`src/rtl/keypad_pkg.sv`:
```
// keypad_pkg: shared types, key codes and the keypad matrix lookup for keypad_entry.
package keypad_pkg;

    typedef enum logic [1:0] {EMPTY, ONE, TWO, WAIT_ACK} state_t;

    localparam logic [3:0] KEY_CONFIRM = 4'hA;
    localparam logic [3:0] KEY_CLEAR   = 4'hB;
    // '*' and '#' share one code: both are ignored everywhere.
    localparam logic [3:0] KEY_STAR    = 4'hE;
    localparam logic [3:0] KEY_NONE    = 4'hF;
    localparam logic [7:0] BLANK       = 8'hFF;

    function automatic logic [3:0] key_lookup(input logic [1:0] r, input logic [1:0] c);
        logic [3:0] k;
        k = KEY_NONE;
        unique case ({r, c})
            4'b0000: k = 4'h1;
            4'b0001: k = 4'h2;
            4'b0010: k = 4'h3;
            4'b0011: k = KEY_CONFIRM;
            4'b0100: k = 4'h4;
            4'b0101: k = 4'h5;
            4'b0110: k = 4'h6;
            4'b0111: k = KEY_CLEAR;
            4'b1000: k = 4'h7;
            4'b1001: k = 4'h8;
            4'b1010: k = 4'h9;
            4'b1011: k = 4'hC;
            4'b1100: k = KEY_STAR;
            4'b1101: k = 4'h0;
            4'b1110: k = KEY_STAR;
            4'b1111: k = 4'hD;
        endcase
        return k;
    endfunction

    function automatic logic is_digit(input logic [3:0] k);
        return k <= 4'd9;
    endfunction

endpackage

```
`src/rtl/keypad_debounce.sv`:
```
// keypad_debounce: turns per-frame key codes into single press events.
// A key must persist DEBOUNCE_CNT frames to fire; NONE for DEBOUNCE_CNT frames re-arms.
module keypad_debounce
    import keypad_pkg::*;
#(
    parameter int unsigned DEBOUNCE_CNT = 3
) (
    input  logic       CLK,
    input  logic       RST_N,
    input  logic [3:0] frame_key,
    input  logic       frame_strobe,
    output logic       press,
    output logic [3:0] press_key
);

    localparam int unsigned CNT_W = $clog2(DEBOUNCE_CNT + 1);

    logic [3:0]       prev_key;
    logic [CNT_W-1:0] cnt;
    logic [CNT_W-1:0] cnt_next;
    logic             armed;

    // Saturating run-length of identical frame keys.
    always_comb begin
        cnt_next = cnt;
        if (frame_key != prev_key) begin
            cnt_next = CNT_W'(1);
        end else if (cnt != CNT_W'(DEBOUNCE_CNT)) begin
            cnt_next = cnt + 1'b1;
        end
    end

    // Run-length tracking, arm flag and the one-cycle press event.
    always_ff @(posedge CLK or negedge RST_N) begin
        if (!RST_N) begin
            prev_key  <= KEY_NONE;
            cnt       <= '0;
            armed     <= 1'b1;
            press     <= 1'b0;
            press_key <= KEY_NONE;
        end else begin
            press <= 1'b0;
            if (frame_strobe) begin
                prev_key <= frame_key;
                cnt      <= cnt_next;
                if (cnt_next == CNT_W'(DEBOUNCE_CNT)) begin
                    if (frame_key == KEY_NONE) begin
                        armed <= 1'b1;
                    end else if (armed) begin
                        press     <= 1'b1;
                        press_key <= frame_key;
                        armed     <= 1'b0;
                    end
                end
            end
        end
    end

endmodule

```
`src/rtl/keypad_entry.sv`:
```
// keypad_entry: 4x4 keypad scanner and two-digit amount entry with valid/ack hand-off.
// Optional feature macro: KEYPAD_TIMEOUT_EN (discard partial entries after TIMEOUT idle cycles).
module keypad_entry
    import keypad_pkg::*;
#(
    parameter int unsigned SCAN_DIV     = 1000,
    parameter int unsigned DEBOUNCE_CNT = 3,
    parameter int unsigned TIMEOUT      = 50_000_000
) (
    input  logic       CLK,
    input  logic       RST_N,
    input  logic [3:0] row,
    output logic [3:0] col,
    output logic [7:0] money_out,
    output logic       money_valid,
    input  logic       money_ack,
    output logic [7:0] entry
);

    localparam int unsigned DIV_W = $clog2(SCAN_DIV);

    logic [3:0]       row_meta;
    logic [3:0]       row_sync;
    logic [DIV_W-1:0] div_cnt;
    logic [1:0]       col_idx;
    logic [11:0]      frame_bits;
    logic [15:0]      frame_vec;
    logic [3:0]       frame_dec;
    logic [3:0]       frame_key;
    logic             frame_strobe;
    logic             dwell_end;
    logic             press;
    logic [3:0]       press_key;
    state_t           state;
    logic [6:0]       value;
    logic [6:0]       value_next;

    assign dwell_end  = (div_cnt == DIV_W'(SCAN_DIV - 1));
    // Columns 0..2 come from the stored samples; column 3 is being sampled now.
    assign frame_vec  = {row_sync, frame_bits};
    assign value_next = value * 7'd10 + {3'b000, press_key};

    // Two-flop synchroniser for the asynchronous row inputs.
    always_ff @(posedge CLK or negedge RST_N) begin
        if (!RST_N) begin
            row_meta <= 4'b0;
            row_sync <= 4'b0;
        end else begin
            row_meta <= row;
            row_sync <= row_meta;
        end
    end

    // Frame key: exactly one closed contact names a key, otherwise NONE.
    always_comb begin
        logic [4:0] hits;
        logic [3:0] found;
        hits  = 5'd0;
        found = KEY_NONE;
        for (int c = 0; c < 4; c++) begin
            for (int r = 0; r < 4; r++) begin
                if (frame_vec[c*4 + r]) begin
                    hits  = hits + 5'd1;
                    found = key_lookup(2'(r), 2'(c));
                end
            end
        end
        frame_dec = (hits == 5'd1) ? found : KEY_NONE;
    end

    // Column rotation, per-column row sampling and frame key registration.
    always_ff @(posedge CLK or negedge RST_N) begin
        if (!RST_N) begin
            div_cnt      <= '0;
            col_idx      <= 2'd0;
            col          <= 4'b0001;
            frame_bits   <= 12'b0;
            frame_key    <= KEY_NONE;
            frame_strobe <= 1'b0;
        end else begin
            frame_strobe <= 1'b0;
            if (dwell_end) begin
                div_cnt <= '0;
                col_idx <= col_idx + 2'd1;
                col     <= {col[2:0], col[3]};
                unique case (col_idx)
                    2'd0: frame_bits[3:0]  <= row_sync;
                    2'd1: frame_bits[7:4]  <= row_sync;
                    2'd2: frame_bits[11:8] <= row_sync;
                    2'd3: begin
                        frame_key    <= frame_dec;
                        frame_strobe <= 1'b1;
                    end
                endcase
            end else begin
                div_cnt <= div_cnt + 1'b1;
            end
        end
    end

    keypad_debounce #(
        .DEBOUNCE_CNT(DEBOUNCE_CNT)
    ) u_debounce (
        .CLK         (CLK),
        .RST_N       (RST_N),
        .frame_key   (frame_key),
        .frame_strobe(frame_strobe),
        .press       (press),
        .press_key   (press_key)
    );

`ifdef KEYPAD_TIMEOUT_EN
    localparam int unsigned TMO_W = $clog2(TIMEOUT + 1);

    logic [TMO_W-1:0] tmo_cnt;
    logic             tmo_expired;

    assign tmo_expired = (tmo_cnt == TMO_W'(TIMEOUT - 1));

    // Idle counter, running only while a partial entry is held.
    always_ff @(posedge CLK or negedge RST_N) begin
        if (!RST_N) begin
            tmo_cnt <= '0;
        end else if ((state != ONE && state != TWO) || press || tmo_expired) begin
            tmo_cnt <= '0;
        end else begin
            tmo_cnt <= tmo_cnt + 1'b1;
        end
    end
`else
    logic unused_timeout;
    assign unused_timeout = (TIMEOUT == 0);
`endif

    // Entry FSM with registered entry/money outputs.
    always_ff @(posedge CLK or negedge RST_N) begin
        if (!RST_N) begin
            state       <= EMPTY;
            value       <= 7'd0;
            money_out   <= BLANK;
            money_valid <= 1'b0;
            entry       <= BLANK;
        end else begin
            unique case (state)
                EMPTY: begin
                    if (press && is_digit(press_key)) begin
                        value <= {3'b000, press_key};
                        entry <= {4'b0000, press_key};
                        state <= ONE;
                    end
                end
                ONE, TWO: begin
                    if (press) begin
                        if (is_digit(press_key)) begin
                            if (state == ONE) begin
                                value <= value_next;
                                entry <= {1'b0, value_next};
                                state <= TWO;
                            end
                        end else if (press_key == KEY_CONFIRM) begin
                            money_out   <= {1'b0, value};
                            money_valid <= 1'b1;
                            entry       <= BLANK;
                            state       <= WAIT_ACK;
                        end else if (press_key == KEY_CLEAR) begin
                            entry <= BLANK;
                            state <= EMPTY;
                        end
                    end
`ifdef KEYPAD_TIMEOUT_EN
                    else if (tmo_expired) begin
                        entry <= BLANK;
                        state <= EMPTY;
                    end
`endif
                end
                WAIT_ACK: begin
                    // Ack wins over any key event arriving in the same cycle.
                    if (money_ack) begin
                        money_valid <= 1'b0;
                        state       <= EMPTY;
                    end
                end
            endcase
        end
    end

endmodule

```
`config.mk`:
```
export PLATFORM = sky130hd
export DESIGN_NAME = keypad_entry
export DESIGN_NICKNAME = d
export VERILOG_FILES = /design/src/rtl/keypad_pkg.sv /design/src/rtl/keypad_debounce.sv /design/src/rtl/keypad_entry.sv
export SDC_FILE = /design/constraint.sdc
export NUM_CORES = 1
export LEC_CHECK = 0
export ABC_AREA = 1
export BUFFER_PORTS_ARGS = -buffer_cell sky130_fd_sc_hd__buf_2
export CAP_MARGIN = 20
export CORE_MARGIN = 2
export CORE_UTILIZATION = 30
export DETAILED_ROUTE_END_ITERATION = 7
export GPL_TIMING_DRIVEN = 0
export PLACE_DENSITY_LB_ADDON = 0.2
export SYNTH_ARGS = -nofsm -noshare
export SYNTH_HDL_FRONTEND = slang
export SYNTH_HIERARCHICAL = 1
export SYNTH_SLANG_ARGS = --single-unit
```
`constraint.sdc`:
```
create_clock -name CLK -period 14.4 [get_ports CLK]
set_clock_uncertainty 0.05 [all_clocks]
set_input_delay 0 -clock CLK [delete_from_list [all_inputs] [get_ports CLK]]
set_output_delay 0 -clock CLK [all_outputs]
set_load 0.02 [all_outputs]
```
==> results of run 1 <==
[per-stage QoR]
step	total power, mW	util [%]	setup slack (ns)	hold slack, ns
global placement	0.245	32.7	6.20	0.0593
CTS	0.507	35.0	6.14	0.0145
finish	0.500	35.0	6.22	0.0219
global route	0.521	35.0	5.52	0.0391
floorplan	0.237	-	6.86	-0.346
detailed placement	0.246	32.9	6.20	-0.173
[metal layers]
metal / up-vias / track usage, % / routed length, um
met4: 0 / 3.32 / 112
met2: 25 / 20.4 / 5170
met5: - / 0 / 0
met1: 2066 / 17.2 / 5960
li1: 2528 / - / -
met3: 7 / 1.63 / 162
[placed cells by master (no fill, tap or decap), types with 3 or more instances in the layout]
cell type / netlist / routed
clkbuf_1: 4 / 5
nand2_1: 201 / 201
bufinv_16: 0 / 3
nand2_2: 55 / 55
xor2_1: 5 / 5
a21oi_1: 24 / 24
nor2_1: 53 / 53
dfstp_2: 30 / 30
clkbuf_16: 0 / 9
ha_1: 32 / 32
nand3b_1: 4 / 4
nand3_2: 20 / 20
o22ai_1: 3 / 3
nand3_1: 38 / 38
nor2_4: 3 / 3
or2_2: 7 / 7
xnor2_1: 4 / 4
inv_1: 132 / 132
nand4_1: 8 / 8
nor2_2: 5 / 5
clkinv_1: 4 / 4
a31oi_1: 3 / 3
buf_2: 3 / 29
nor4_1: 4 / 4
o21ai_0: 39 / 39
nor3_1: 6 / 6
inv_2: 7 / 7
dlygate4sd3_1: 0 / 6
a211oi_1: 3 / 3
dfrtp_1: 49 / 49
[registers in the layout, summed over array words and instances, names as in the netlist]
signal / count
state: 2
u_debounce/prev_key: 4
u_debounce/armed: 1
row_sync: 4
u_debounce/press: 1
div_cnt: 10
value: 7
frame_bits: 12
u_debounce/press_key: 4
money_valid: 1
col_idx: 2
col: 4
entry: 8
row_meta: 4
u_debounce/cnt: 2
frame_strobe: 1
money_out: 8
frame_key: 4
[critical path, delay by kind of cell, from the launching register on]
family                     cells  cell delay (ns)
AOI/OAI and AO/OA              3             0.52
buffers and inverters          7             0.49
adders and majority gates     14             3.83
and+or+nand+nor               29             2.85
DFF                            1             0.40
[final timing paths]
kind,end,slack [ns],depth (start not counted)
setup / recovery,frame_key[3]$_DFFE_PN1P_,6.22,53
hold / removal,value[3]$_DFFE_PN0P_,0.02,2
setup reg to reg,frame_key[3]$_DFFE_PN1P_,6.22,53
hold reg to reg,row_sync[0]$_DFF_PN0_,0.30,0
max in group asynchronous,col[0]$_DFFE_PN1P_,13.66,3
min in group CLK,row_meta[1]$_DFF_PN0_,0.26,2
[power breakdown]
part | leakage [nW] | switching [mW] | internal (mW)
clock network | 0.166 | 0.0881 | 0.169
logic | 2.34 | 0.0115 | 0.00640
registers | 0.956 | 0.00111 | 0.224
total | 3.47 | 0.101 | 0.399
[logic make-up after synthesis]
logic type | Yosys count | synth area share, %
XOR/XNOR | 9 | 1.40
flip-flops | 79 | 35.7
adder cells (fa/ha/maj) | 34 | 7.80
buffers and inverters | 150 | 10.0
AO/OA/AOI/OAI | 88 | 9.06
AND/OR/NAND/NOR | 413 | 36.0
[layout make-up]
| cell class | count | area (sq um) | area share (%) |
|---|---|---|---|
| buffer | 7 | 30.0 | 0.462 |
| clock buffer | 10 | 229 | 3.52 |
| clock inverter | 6 | 109 | 1.67 |
| inverter | 143 | 537 | 8.25 |
| multi-input combinational | 544 | 3070 | 47.2 |
| sequential | 79 | 2010 | 31.0 |
| tap | 234 | 293 | 4.50 |
| timing repair buffer | 34 | 225 | 3.46 |
==> results.json, run 1 <==
{
  "route.final.wire_length_um": 11400,
  "worst_path_cell_with_the_longest_stage_delay": "dfrtp_1",
  "status": "complete, no violations",
  "io-pin-count": 28,
  "first_global_vias": 4580,
  "critical_path_peak_fanout": 4,
  "max_clock_freq_ghz": 0.122,
  "final_hold_viol_count": 0,
  "slew_headroom_pct": 42.2,
  "cts.reportedPaths.clkPinSlew_ns": 0.06,
  "detailed_place.area_sq_um": 6110,
  "ir_drop_v": 0.0000501,
  "yosys.area.top_type": "dfrtp_1",
  "setup_viol": 0,
  "viasPerCell": 4.38,
  "io_buffers": 27,
  "post-synth-top-area-fraction_pct": 21.7,
  "yosys_warnings": 6,
  "cts_root_buf": "clkbuf_16",
  "tightest_slew_ns": 0.861,
  "dr.first_iter.drc_count": 200,
  "timing.critical_path.mode_cell": "nand2_1",
  "initial_core_util_pct": 30.4,
  "gr-usage-all-layers_pct": 12.4,
  "final_net_count": 859,
  "floorplan.die_area_sq_um": 19900,
  "postSynth.topFlopCell": "dfrtp_1",
  "grt_first_pass_wirelength_um": 20800,
  "gp_congestion": 0.761,
  "fin_crit_ns": 8.18,
  "postSynthAreaPerCell_sq_um": 7.31,
  "placeableCoreArea_sq_um": 18600,
  "design_area_sq_um": 6500,
  "fin_crit_sh_pct": 56.8,
  "cp-start-kind": "flip-flop",
  "critical_path.startpoint": "frame_bits[0]$_DFFE_PN0P_",
  "final_layout_size_suffix_gt1_share_pct": 22.4,
  "dr_total_vias": 4626,
  "syn_area_sq_um": 5650,
  "drt_pass1_iterations": 4,
  "worst_ep_arrival_time_ns": 8.39,
  "post-dp-hpwl_um": 8900,
  "ant_nets": 0,
  "postCtsHoldBufs": 6,
  "die_h_um": 141,
  "grt_max_degree": 67,
  "final.setup.tns_ns": 0,
  "cts-root-to-sink-buffers": 2,
  "maxSlewViolCount": 0,
  "rr_startpoint": "frame_bits[0]$_DFFE_PN0P_",
  "end_kind": "flip-flop",
  "clkLatencyLatePin_ns": 0.33,
  "grt_setup_unrepaired": "false",
  "areaGrowthSynthToFinish_pct": 15.2,
  "crit_type": "flip-flop to flip-flop",
  "timing.critical_path.slowest_cell_delay_ns": 0.40,
  "cell_types_occupying_the_most_area_after_synthesis": "dfrtp_1 22%, dfstp_2 14%, nand2_1 13%",
  "cts_setup_buffers": 0,
  "number_of_gates_given_a_new_drive_strength_after_cts": 0,
  "antennaDiodeCount": 0,
  "number_of_synthesized_flops_with_an_enable_pin": 0,
  "synthCells": 773,
  "placed_cells_incl_taps": 1035,
  "global_route.overflow_total": 0,
  "cts_tree": "built",
  "async_flop_share_pct": 100,
  "netlist_top_cells_count": "201 x nand2_1, 132 x inv_1, 55 x nand2_2",
  "num-fill-cells": 1991,
  "floorplan.die.width_um": 141,
  "numClockSinks": 79,
  "synth.net_count": 814,
  "leakage_dissipation_nw": 3.47,
  "drt-wirelength-per-cell_um": 10.8,
  "worstPathRequired_ns": 14.61,
  "maxCapViolCount": 0,
  "cts_buffers": 9,
  "total_of_flip_flops_plus_latches_after_synthesis": 79,
  "worst_hold_path_type": "primary input to async pin",
  "drt_drc_violations_left": 0,
  "cell_with_the_most_instances_after_synthesis": "nand2_1",
  "finish.cell_count_without_fillers": 1057,
  "synth.distinct_cells": 48,
  "fp_rows": 50,
  "synth_seq_area_share_pct": 35.7,
  "power.density_cell_area_nw_per_um2": 76.8,
  "grt_antenna_before_repair": 0,
  "htree_levels": 3
}
(Power assumes the default switching activity.)
==> inputs of run 2 (changes only) <==
- clock period: 14.4 -> 8.1 ns (I/O delays scaled with it)
==> results.json, run 2 (same netlist as run 1, synthesis figures left out) <==
{
  "end_kind": "flip-flop",
  "timing.critical_path.mode_cell": "nand2_2",
  "die_h_um": 141,
  "critical_path_peak_fanout": 4,
  "final.setup.tns_ns": 0,
  "maxCapViolCount": 0,
  "grt_max_degree": 67,
  "grt_first_pass_wirelength_um": 20900,
  "floorplan.die_area_sq_um": 19900,
  "drt_drc_violations_left": 0,
  "power.density_cell_area_nw_per_um2": 133,
  "final_common_cell": "nand2_1",
  "mostFrequentLayoutCells": "193 x nand2_1, 128 x inv_1, 62 x nand2_2, 52 x nor2_1, 49 x dfrtp_1",
  "ir_drop_v": 0.0000879,
  "final_net_count": 874,
  "dr_total_vias": 4723,
  "drt_pass1_iterations": 4,
  "fin_crit_sh_pct": 94.3,
  "timing.critical_path.slowest_cell_delay_ns": 0.38,
  "worst_ep_arrival_time_ns": 7.85,
  "clkLatencyLatePin_ns": 0.33,
  "final_core_util_pct": 36.2,
  "status": "complete, no violations",
  "maxUsedRoutingLayer": "met4",
  "design_area_sq_um": 6720,
  "top_register": "frame_bits",
  "grt_antenna_before_repair": 0,
  "crit_type": "flip-flop to flip-flop",
  "initial_core_util_pct": 30.4,
  "placeableCoreArea_sq_um": 18600,
  "fin_crit_ns": 7.64,
  "placed_cells_incl_taps": 1035,
  "fp_rows": 50,
  "route.met2.wl_um": 5310,
  "worstPathRequired_ns": 8.31,
  "route.met3.wl_um": 142,
  "critPathBufInv": 7,
  "viasPerCell": 4.41,
  "first_global_vias": 4608,
  "cts-root-to-sink-buffers": 2,
  "finish.cell_count_without_fillers": 1072,
  "worst_path_cell_with_the_longest_stage_delay": "dfrtp_1",
  "detailed_place.area_sq_um": 6110,
  "io-pin-count": 28,
  "route.final.wire_length_um": 11600,
  "cp-start-kind": "flip-flop",
  "slew_headroom_pct": 42.2,
  "max_clock_freq_ghz": 0.131,
  "tightest_slew_ns": 0.861,
  "leakage_dissipation_nw": 3.54,
  "gp_congestion": 0.761,
  "cts_buffers": 9,
  "critical_path.startpoint": "frame_bits[0]$_DFFE_PN0P_",
  "cts_root_buf": "clkbuf_16",
  "worst_hold_path_type": "primary input to async pin",
  "dr.first_iter.drc_count": 195,
  "maxSlewViolCount": 0,
  "cts.reportedPaths.clkPinSlew_ns": 0.06,
  "max_reg_flops": 12,
  "antennaDiodeCount": 0,
  "ant_nets": 0,
  "htree_levels": 3,
  "areaGrowthSynthToFinish_pct": 18.9,
  "largest_registers": "frame_bits x12, div_cnt x10",
  "cts_tree": "built",
  "post-dp-hpwl_um": 8900,
  "m1WireLength_um": 6040,
  "critPathTopFamily": "adder cells",
  "final_hold_viol_count": 0,
  "drt-wirelength-per-cell_um": 10.8,
  "floorplan.die.width_um": 141,
  "gr-usage-all-layers_pct": 12.4,
  "global_route.overflow_total": 0,
  "final_layout_size_suffix_gt1_share_pct": 26.4,
  "io_buffers": 27,
  "setup_viol": 0,
  "rr_startpoint": "frame_bits[0]$_DFFE_PN0P_",
  "num-fill-cells": 1983,
  "numClockSinks": 79
}
[run 2: report_power, final]
group | internal [mW] | total (mW) | switching [mW]
Sequential | 0.397 | 0.400 | 0.00200
Combinational | 0.0136 | 0.0352 | 0.0216
Clock | 0.301 | 0.456 | 0.156
[run 2: layout make-up]
type	instances	area, sq um	area share, %
multi-input combinational	544	3170	47.2
sequential	79	2010	30.0
inverter	143	537	7.99
timing repair buffer	49	338	5.03
tap	234	293	4.36
clock buffer	10	229	3.41
clock inverter	6	109	1.62
buffer	7	30.0	0.447
[run 2: timing repair]
item | in CTS | in global routing
setup buffers | 3 | 12
endpoints found under the hold margin | 62 | 0
pin swaps | 0 | 15
resized for setup | 1 | 23
hold buffers | 6 | 0
endpoints found under the setup margin | 4 | 4
[run 2: per-stage QoR]
step	power [mW]	hold slack, ns	worst slack (ns)
CTS	0.902	0.0145	0.00169
floorplan	0.421	-0.346	0.563
global route	0.930	0.0391	-0.0381
global placement	0.435	0.0593	-0.104
detailed placement	0.437	-0.173	-0.103
finish	0.891	0.0245	0.460
[run 2: final timing paths]
kind | slack [ns] | endpoint | depth (start not counted)
max | 0.46 | frame_key[3]$_DFFE_PN1P_ | 53
min | 0.02 | value[3]$_DFFE_PN0P_ | 2
max reg2reg | 0.46 | frame_key[3]$_DFFE_PN1P_ | 53
min reg2reg | 0.30 | row_sync[0]$_DFF_PN0_ | 0
max in group asynchronous | 7.35 | col[0]$_DFFE_PN1P_ | 3
min in group CLK | 0.26 | row_meta[1]$_DFF_PN0_ | 2
[run 2: layer usage]
| metal | up-vias | GRT usage, % |
|---|---|---|
| li1 | 2558 | - |
| met3 | 8 | 1.63 |
| met4 | 0 | 3.32 |
| met2 | 20 | 20.5 |
| met5 | - | 0 |
| met1 | 2137 | 17.2 |
==> inputs of run 3 (changes only) <==
- clock period: 8.1 -> 6.95 ns (I/O delays scaled with it)
==> results.json, run 3 (same netlist as run 1, synthesis figures left out) <==
{
  "status": "finished, violations left",
  "violations": "setup timing",
  "first_global_vias": 4989,
  "fin_crit_sh_pct": 102,
  "top_register": "frame_bits",
  "cell_internal_pwr_uw": 796,
  "end_kind": "flip-flop",
  "io_buffers": 27,
  "power.density_cell_area_nw_per_um2": 135,
  "cts_root_buf": "clkbuf_16",
  "cp-start-kind": "flip-flop",
  "antennaDiodeCount": 0,
  "combPwrFrac_pct": 5.2,
  "slew_headroom_pct": 38.3,
  "ir_drop_v": 0.000107,
  "grt_antenna_before_repair": 0,
  "final_common_cell": "nand2_1",
  "global_route.overflow_total": 0,
  "setup_viol": 4,
  "largest_registers": "frame_bits x12, div_cnt x10",
  "placeableCoreArea_sq_um": 18600,
  "worstPathRequired_ns": 7.18,
  "fp_rows": 50,
  "clock_power_share_pct": 49.1,
  "detailed_place.area_sq_um": 6230,
  "route.final.wire_length_um": 13200,
  "gr-usage-all-layers_pct": 13.8,
  "cts_buffers": 9,
  "io-pin-count": 28,
  "worst_hold_path_type": "primary input to async pin",
  "dr.first_iter.drc_count": 218,
  "power.switching_uw": 221,
  "finalPower_mw": 1.02,
  "final_net_count": 929,
  "drt_drc_violations_left": 0,
  "numClockSinks": 79,
  "mostFrequentLayoutCells": "169 x nand2_1, 119 x inv_1, 69 x buf_4, 63 x nand2_2, 50 x nor2_1",
  "clkLatencyLatePin_ns": 0.33,
  "worst_ep_arrival_time_ns": 7.34,
  "viasPerCell": 4.49,
  "cts_tree": "built",
  "max_reg_flops": 12,
  "cts-root-to-sink-buffers": 2,
  "seq_power_share_pct": 45.8,
  "power_switching_share_pct": 21.8,
  "grt_setup_unrepaired": "true",
  "leakage_dissipation_nw": 4.00,
  "max_clock_freq_ghz": 0.141,
  "post-route-worst-setup-slack_ns": -0.163,
  "grt_max_degree": 52,
  "maxSlewViolCount": 0,
  "gp_congestion": 0.777,
  "htree_levels": 3,
  "grt_first_pass_wirelength_um": 22900,
  "drt-wirelength-per-cell_um": 11.7,
  "fin_crit_ns": 7.11,
  "final_hold_viol_count": 0,
  "floorplan.die.width_um": 141,
  "crit_type": "flip-flop to flip-flop",
  "cts.reportedPaths.clkPinSlew_ns": 0.06,
  "timing.critical_path.slowest_cell_delay_ns": 0.40,
  "final_layout_size_suffix_gt1_share_pct": 37.3,
  "worst_path_cell_with_the_longest_stage_delay": "dfrtp_1",
  "critical_path_peak_fanout": 4,
  "initial_core_util_pct": 30.4,
  "timing.critical_path.mode_cell": "nand2_4",
  "ant_nets": 0,
  "tightest_slew_ns": 0.918,
  "post-dp-hpwl_um": 9050,
  "areaGrowthSynthToFinish_pct": 33.3,
  "design_area_sq_um": 7530,
  "maxCapViolCount": 0,
  "drt_pass1_iterations": 4,
  "dr_total_vias": 5061,
  "die_h_um": 141,
  "floorplan.die_area_sq_um": 19900
}
-- run 3: changes by cell type in the layout (fill, tap and decap cells not counted), sizes merged --
cell	change
buf	+55
clkbuf	+2
bufinv	-2
clkinvlp	+1
clkinv	-1
-- run 3: area by class of cell --
cell class,count,area (sq um)
clock inverter,4,51.3
timing repair buffer,104,758
buffer,7,30.0
multi-input combinational,544,3570
fill,1859,11000
inverter,143,542
tap,234,293
clock buffer,12,268
sequential,79,2020
-- run 3: path summary, 6_finish.rpt --
check | startpoint | to | slack [ns] | cells after the start
max reg2reg | frame_bits[1]$_DFFE_PN0P_ | frame_key[3]$_DFFE_PN1P_ | -0.16 | 53
min | RST_N | row_meta[0]$_DFF_PN0_ | 0.09 | 2
min reg2reg | row_meta[0]$_DFF_PN0_ | row_sync[0]$_DFF_PN0_ | 0.30 | 0
max in group asynchronous | RST_N | u_debounce/prev_key[3]$_DFFE_PN1P_ | 6.12 | 3
min in group CLK | row[3] | row_meta[3]$_DFF_PN0_ | 0.26 | 2
max | frame_bits[1]$_DFFE_PN0P_ | frame_key[3]$_DFFE_PN1P_ | -0.16 | 53
-- run 3: per-stage QoR --
| stage | hold slack, ns | instances | setup WS [ns] | utilization, % | TNS, ns |
|---|---|---|---|---|---|
| floorplan | -0.346 | 773 | -0.141 | - | -0.540 |
| global placement | 0.0591 | 1034 | -0.726 | 33.4 | -2.84 |
| detailed placement | -0.0851 | 1035 | -0.709 | 33.6 | -2.77 |
| CTS | 0.0950 | 1124 | -0.257 | 39.4 | -0.956 |
| global route | 0.129 | 1127 | -0.528 | 40.5 | -2.03 |
| finish | 0.0927 | 1127 | -0.163 | 40.5 | -0.581 |
-- run 3: worst max-delay path, delay by kind of cell, from the launching register on --
family	cells	cell delay [ns]
buf+inv	7	0.39
simple gates	29	2.42
flops	1	0.40
compound gates	3	0.38
fa+ha+maj	14	3.42
-- run 3: what timing repair did --
item | CTS | global route
setup buffers | 71 | 6
gates resized for setup | 42 | 51
endpoints found under the setup margin | 4 | 4
hold endpoints to repair | 59 | 0
pin swaps | 48 | 58
hold buffers | 6 | 0
-- run 3: layer usage --
metal	vias up	track usage, %	part of all wire (%)
met4	0	4.79	2.0
met3	21	1.63	1.6
met2	48	23.2	48
li1	2674	-	-
met5	-	0	0
met1	2318	18.3	48
-- run 3: power groups by stage --
stage                     Sequential [mW]  Clock [mW]  Combinational (mW)
after floorplan                     0.472           0              0.0216
after global placement              0.473           0              0.0369
after detailed placement            0.473           0              0.0393
after CTS                           0.465       0.515              0.0486
after global routing                0.466       0.534              0.0601
final                               0.466       0.499              0.0524
